--- src/rtl/flash_loader.sv ---
// Streams a length-prefixed, checksummed image from the SPI flash reader into RAM.
// Word 0 = payload length N, words 1..N = payload, word N+1 = checksum (sum mod 2^DATA_W).
module flash_loader #(
    parameter int ADDR_W = 12,
    parameter int DATA_W = 16
) (
    input  logic              CLK,
    input  logic              RST,
    input  logic              START,
    input  logic              FLASH_NEW_DATA,
    input  logic [DATA_W-1:0] FLASH_DATA,
    input  logic              FLASH_IDLE,
    output logic [ADDR_W-1:0] RAM_ADDR,
    output logic [DATA_W-1:0] RAM_DATA,
    output logic              RAM_WREN,
    output logic              BUSY,
    output logic              DONE,
    output logic              ERR,
    output logic [ADDR_W:0]   WORDS
);

    typedef enum logic [2:0] {
        S_IDLE, S_HDR, S_LOAD, S_SUM, S_DONE, S_ERR
    } state_t;

    // Header compare needs room for both the flash word and 2^ADDR_W.
    localparam int CMP_W = (DATA_W > ADDR_W + 1) ? DATA_W : ADDR_W + 1;

    state_t            state, state_nx;
    logic [ADDR_W:0]   n_len;
    logic [ADDR_W-1:0] addr;
    logic [DATA_W-1:0] sum;
    logic [ADDR_W:0]   words_inc;
    logic [CMP_W-1:0]  hdr_ext;
    logic [CMP_W-1:0]  n_limit;
    logic              restart;

    assign hdr_ext   = CMP_W'(FLASH_DATA);
    assign n_limit   = CMP_W'(1) << ADDR_W;
    assign words_inc = WORDS + (ADDR_W + 1)'(1);
    assign restart   = START && (state == S_IDLE || state == S_DONE || state == S_ERR);

    assign BUSY = (state == S_HDR) || (state == S_LOAD) || (state == S_SUM);
    assign DONE = (state == S_DONE);
    assign ERR  = (state == S_ERR);

    always_comb begin
        state_nx = state;
        case (state)
            S_IDLE, S_DONE, S_ERR: begin
                if (START) state_nx = S_HDR;
            end
            S_HDR: begin
                if (FLASH_NEW_DATA) begin
                    if (hdr_ext > n_limit)      state_nx = S_ERR;
                    else if (hdr_ext == '0)     state_nx = S_SUM;
                    else                        state_nx = S_LOAD;
                end else if (FLASH_IDLE) begin
                    state_nx = S_ERR;
                end
            end
            S_LOAD: begin
                if (FLASH_NEW_DATA) begin
                    if (words_inc == n_len) state_nx = S_SUM;
                end else if (FLASH_IDLE) begin
                    state_nx = S_ERR;
                end
            end
            S_SUM: begin
                if (FLASH_NEW_DATA)  state_nx = (FLASH_DATA == sum) ? S_DONE : S_ERR;
                else if (FLASH_IDLE) state_nx = S_ERR;
            end
            default: state_nx = S_IDLE;
        endcase
    end

    always_ff @(posedge CLK) begin
        if (RST) begin
            state    <= S_IDLE;
            n_len    <= '0;
            addr     <= '0;
            sum      <= '0;
            WORDS    <= '0;
            RAM_ADDR <= '0;
            RAM_DATA <= '0;
            RAM_WREN <= 1'b0;
        end else begin
            state    <= state_nx;
            RAM_WREN <= 1'b0;
            if (restart) begin
                addr  <= '0;
                sum   <= '0;
                WORDS <= '0;
            end
            if (state == S_HDR && FLASH_NEW_DATA) n_len <= hdr_ext[ADDR_W:0];
            // Address wraps to 0 only after the 2^ADDR_W-th word, which is also the last.
            if (state == S_LOAD && FLASH_NEW_DATA) begin
                RAM_WREN <= 1'b1;
                RAM_ADDR <= addr;
                RAM_DATA <= FLASH_DATA;
                sum      <= sum + FLASH_DATA;
                addr     <= addr + ADDR_W'(1);
                WORDS    <= words_inc;
            end
        end
    end

endmodule

--- config.mk ---
export PLATFORM = sky130hd
export DESIGN_NAME = flash_loader
export DESIGN_NICKNAME = d
export VERILOG_FILES = /design/src/rtl/flash_loader.sv
export SDC_FILE = /design/constraint.sdc
export NUM_CORES = 1
export LEC_CHECK = 0
export ABC_AREA = 1
export CAP_MARGIN = 5
export CORE_MARGIN = 10
export CORE_UTILIZATION = 30
export DETAILED_ROUTE_END_ITERATION = 6
export PLACE_DENSITY = 0.47
export SLEW_MARGIN = 25
export SYNTH_ARGS = -nofsm -noshare
export SYNTH_HDL_FRONTEND = slang
export SYNTH_SLANG_ARGS = --single-unit
--- constraint.sdc ---
create_clock -name CLK -period 2.4 [get_ports CLK]
set_input_delay 0.24 -clock CLK [delete_from_list [all_inputs] [get_ports CLK]]
set_output_delay 0.24 -clock CLK [all_outputs]
set_load 0.01 [all_outputs]
# == After elaboration in Yosys (flattened, before gate mapping) ==
# Cells that the tools add are included.
# totals
reg_bits,86
latchBits,0
mem_bits_rw,0
romBits,0
input_bits,21
out_inout_bits,45
wordCells,50
mem_count,0
# op_classes
n_addsub,3
multipliers,0
div,0
order_cmp,1
eq_ne,9
n_shift,0
muxes,17
bitwise,0
reduce_logical,12
# op_table
op,count
16-bit 2-to-1 mux,2
13-bit 2-to-1 mux,2
12-bit 2-to-1 mux,2
3-bit 2-to-1 mux,7
16-bit adder,1
16-bit equality test,1
16-bit by 13-bit greater-than comparator with 1-bit output (second input constant),1
16-bit zero test,1
13-bit by 1-bit adder with 13-bit output (second input constant),1
13-bit equality test,1
12-bit by 1-bit adder with 12-bit output (second input constant),1
3-bit case mux with 4 select lines,1
3-bit by 2-bit equality test with 1-bit output (second input constant),2
3-bit equality test (second input constant),2
1-bit logical OR,4
3-bit by 1-bit equality test with 1-bit output (second input constant),1
1-bit logical AND,3
3-bit zero test,1
1-bit 2-to-1 mux,3
3-bit inequality test (second input constant),1
3-bit OR reduction,1
2-bit inequality test (second input constant),1
2-bit AND reduction,1
2-bit nonzero test,1

# == Depth between registers and ports, before layout ==
# depth
depth_word,6
mapped_depth,16
depth_no_buf,16

# == Least setup slack after synthesis ==
# OpenSTA, ideal clock, no wires.
# synth_timing
kind,reg-to-reg
start,reg WORDS[0]
end,reg state[2]
setup_ps,113
t_arrival_ps,1694
required_time_ps,2287
path_slack_ps,594
stages_incl_launch_ff,13
path_buffers,0
period_less_slack_ps,1806
cell_sequence,dfxtp_1 > ha_1 > nand2_4 > nor2_4 > nand4_1 > nand3b_1 > nand2_1 > nor2_1 > nand4_1 > nand2_1 > nand2_2 > nor2_1 > nor2_1
# synth_between
elab_chain_cells,4
# synth_rtl
item,line,rtl
"start, declared",19,output logic [ADDR_W:0] WORDS
"start signal, assigned",103,WORDS <= words_inc;
13-bit by 1-bit adder with 13-bit output,40,assign words_inc = WORDS + (ADDR_W + 1)'(1);
13-bit equality test,64,if (words_inc == n_len) state_nx = S_SUM;
3-bit inequality test (no line),-,
2-bit AND reduction (no line),-,
"end signal, assigned",88,state <= state_nx;
"end, declared",29,"state_t state, state_nx;"
# Every way passes these cells.
# A chain may end at the register's enable or synchronous reset.

# == Final worst setup path ==
# layout_timing
start,reg WORDS[1]
end,reg state[0]
# The elaborated chain is that of the path after synthesis.

==> summary.md <==
Outcome
- completed — run status

Logic synthesis
- 0 — count of flip-flops with a built-in enable after synthesis
- 720 — synthesized net count
- 0 — async set or reset register ratio after synthesis
- dfxtp_1 (37%), nand2_1 (12%), a21oi_1 (8.3%) — synth top area cells
- nand2_1 (144), nor2_1 (89), dfxtp_1 (86) — most used standard cells in the synthesized netlist
- nand2_1 — most instantiated library cell after synthesis
- 0.374 — sequential fraction of the synthesis area
- 6.76 um2 — post-synthesis average cell area
- 681 — synthesized instance count
- 37 — number of library cell types mapped by synthesis
- 0.00460 mm2 — post-synthesis cell area
- 86 — number of register bits inferred by synthesis
- 0.374 — area share of the largest cell type after synthesis
- dfxtp_1 — primary flip-flop cell chosen by synthesis mapping
- 0 — count of warnings emitted by yosys
- dfxtp_1 — cell type with the largest total area after synthesis

Drt
- 0 — number of routed nets with antenna violations
- 5 — router iterations before antenna repair
- 4.96 — post-DR vias/cell
- 288 — DR iter-0 viols
- 14.8 um — average wire per standard cell
- 14,000 um — Post-Route WL
- 4,686 — Via Count
- 0 — post-detailed-route DRC marker count

Critical path
- 430 ps — Worst path max stage delay
- ha_1, nand2_4, nor2_4, nand4_1, nand3b_1, nand2_1, nor2_1, nand4_1, nand2_1, nand2_2, nand2_1, nand2_1, nor2_1 — cell-by-cell trace of the critical path
- 0 — Worst Path Buf+Inv
- register — launching element type of the critical path
- 2690 ps — required arrival time at the worst endpoint
- nand2_1 — Most Frequent Cell on Critical Path
- 13 — Crit path depth
- 380 ps — setup slack, reg-to-reg
- 9 — worst-path fanout max
- register — crit end category
- simple AND/OR/NAND/NOR gates — gate family responsible for the most delay along the worst path
- dfxtp_1 — CP max stage cell
- 2310 ps — WP data arrival
- register to register — Critical Setup Path Class
- 13 — worst reg-to-reg path cell count

Clock network
- 70 ps — Reg clk slew, reported paths
- 9 — cts bufs inserted
- 86 — clock sink count
- 0 — total setup buffers inserted after CTS
- 350 ps — clock latency on the worst-skew pair
- clkbuf_16 — clock tree root buffer cell
- done — clock tree from TritonCTS
- 2 — clock buffer depth
- 0 — CTS-repair resized insts
- 3 — H-tree depth reported by CTS
- 0 — Post-CTS Hold Fix Bufs

Min path
- register to register — kind of path behind the tightest hold check
- 2 — instance count along the most critical hold path

Floorplanning
- 0.305 — initial standard-cell utilization of the core
- 45 — number of standard-cell rows in the floorplan
- 66 — I/O pins
- 144 um — vertical extent of the die
- 0.0207 mm2 — Die ar.
- 144 um — floorplan die width
- 0.0151 mm2 — total core area

Power and ir drop
- 543 mW/mm2 — power density cells
- 0.000320 V — peak ir drop on the vdd network
- 2.31 nW — leakage power total

Timing
- 0 — setup-violating endpoint count in the final report
- 2020 ps — min Tclk post-route
- 6.36 ps — final worst clock skew
- false — setup repair after global routing missed its margin
- 0 ps — summed negative setup slack over all endpoints
- 0 — number of pins exceeding their max-slew limit in the final report
- 475 ps — worst-margin pin slew
- 0.841 — portion of the clock cycle consumed by the worst path in the final layout
- 0.684 — worst slew slack as a fraction of its limit
- 0 — total count of hold-check failures in the final report
- 496 MHz — peak clock frequency supported by timing

Flow run
- 0 — max-capacitance violation count

Placement
- 65 — number of buffers inserted by port buffering
- 0.837 — routability cong.
- 10,400 um — DP HPWL

Final layout
- 791 — net count of the finished layout
- 0 — total inserted antenna cells
- 26.7% — Layout Area Growth over Synthesis
- 0.0634 — share of post-route cells with drive strength above 1
- 1,611 — count of filler cells inserted in the layout
- 0.386 — final core area utilization

Global routing
- 44 — pin count of the biggest net entering global routing
- 4,589 — number of global-route vias before repair
- 0 — Congestion Overflow GR
- 0 — initial antenna violation count
- 0.140 — GRT Util Overall
- 23,200 um — global-route wire length before repair

==> cell type report <==
type,count,area [um2],area share
well taps,188,235,0.0404
multi-input cells,507,2540,0.435
flip-flops and latches,86,1720,0.295
inverters,63,236,0.0406
repair buffers,85,813,0.140
clock inverters,5,33.8,0.00580
clock buffers,11,253,0.0434
==> per-stage QoR <==
stage                     power, mW  area [um2]  hold WS, ps  worst slack [ps]  instances
after floorplan                1.68        4600          375               594        681
after global placement         1.82        5540          458              56.9        929
after detailed placement       1.83        5540          464              25.1        929
after CTS                      3.21        5830          474               380        945
after global routing           3.32        5830          495               126        945
final                          3.17        5830          471               382        945
==> logic make-up (layout without fill, tap and decap cells) <==
family,Yosys count,in the layout,share of synthesized area
and+or+nand+nor,324,324,0.305
AOI/OAI and AO/OA,164,164,0.194
buffers and inverters,88,164,0.0748
DFF,86,86,0.374
adders and majority gates,18,18,0.0506
xor gates and xnor gates,1,1,0.00190
==> worst paths after layout <==
path | start | end
worst max register to register | WORDS[1] | state[0]
worst min-delay path | sum[5] | sum[5]
worst min register to register | sum[5] | sum[5]
worst max-delay path | WORDS[1] | state[0]
==> worst min-delay path, delay by kind of cell (launching register included) <==
kind,cells,cell delay (ps)
AO/OA/AOI/OAI,1,60
flip-flops,1,310
AND/OR/NAND/NOR,1,60
==> registers in the layout (all words and copies together), names as in the netlist <==
register  flops
RAM_ADDR     12
RAM_DATA     16
RAM_WREN      1
WORDS        13
addr         12
n_len        13
state         3
sum          16
==> metal layers <==
layer	wire [um]	track usage	share of wire	up-vias
li1	-	-	-	2433
met1	6630	0.178	0.47	2160
met2	6560	0.228	0.47	80
met3	645	0.0340	0.046	13
met4	163	0.0441	0.012	0
met5	0	0	0	-
==> where the power goes <==
part / switching, mW / leakage, nW / total [mW] / internal, mW
Sequential: 0.0208 / 0.695 / 1.47 / 1.45
Clock: 0.618 / 0.138 / 1.37 / 0.757
Combinational: 0.198 / 1.47 / 0.317 / 0.119
==> layout by cell type, fill, tap and decap left out, types with 4 or more instances in the layout <==
cell               n
nand3_1           51
o21ai_0           61
dfxtp_1           86
nand3b_1           5
buf_4             19
nor2_1            89
nor3_1             6
nand4_1           11
ha_1              17
inv_1             61
nand2_1          144
a21oi_1           76
nor2_4             4
a211oi_1           7
clkdlybuf4s50_1   65
nor4_1             5
a31oi_1            4
clkbuf_16          9
nand2_2            4
Note: power is estimated with default switching activity, not from simulation.
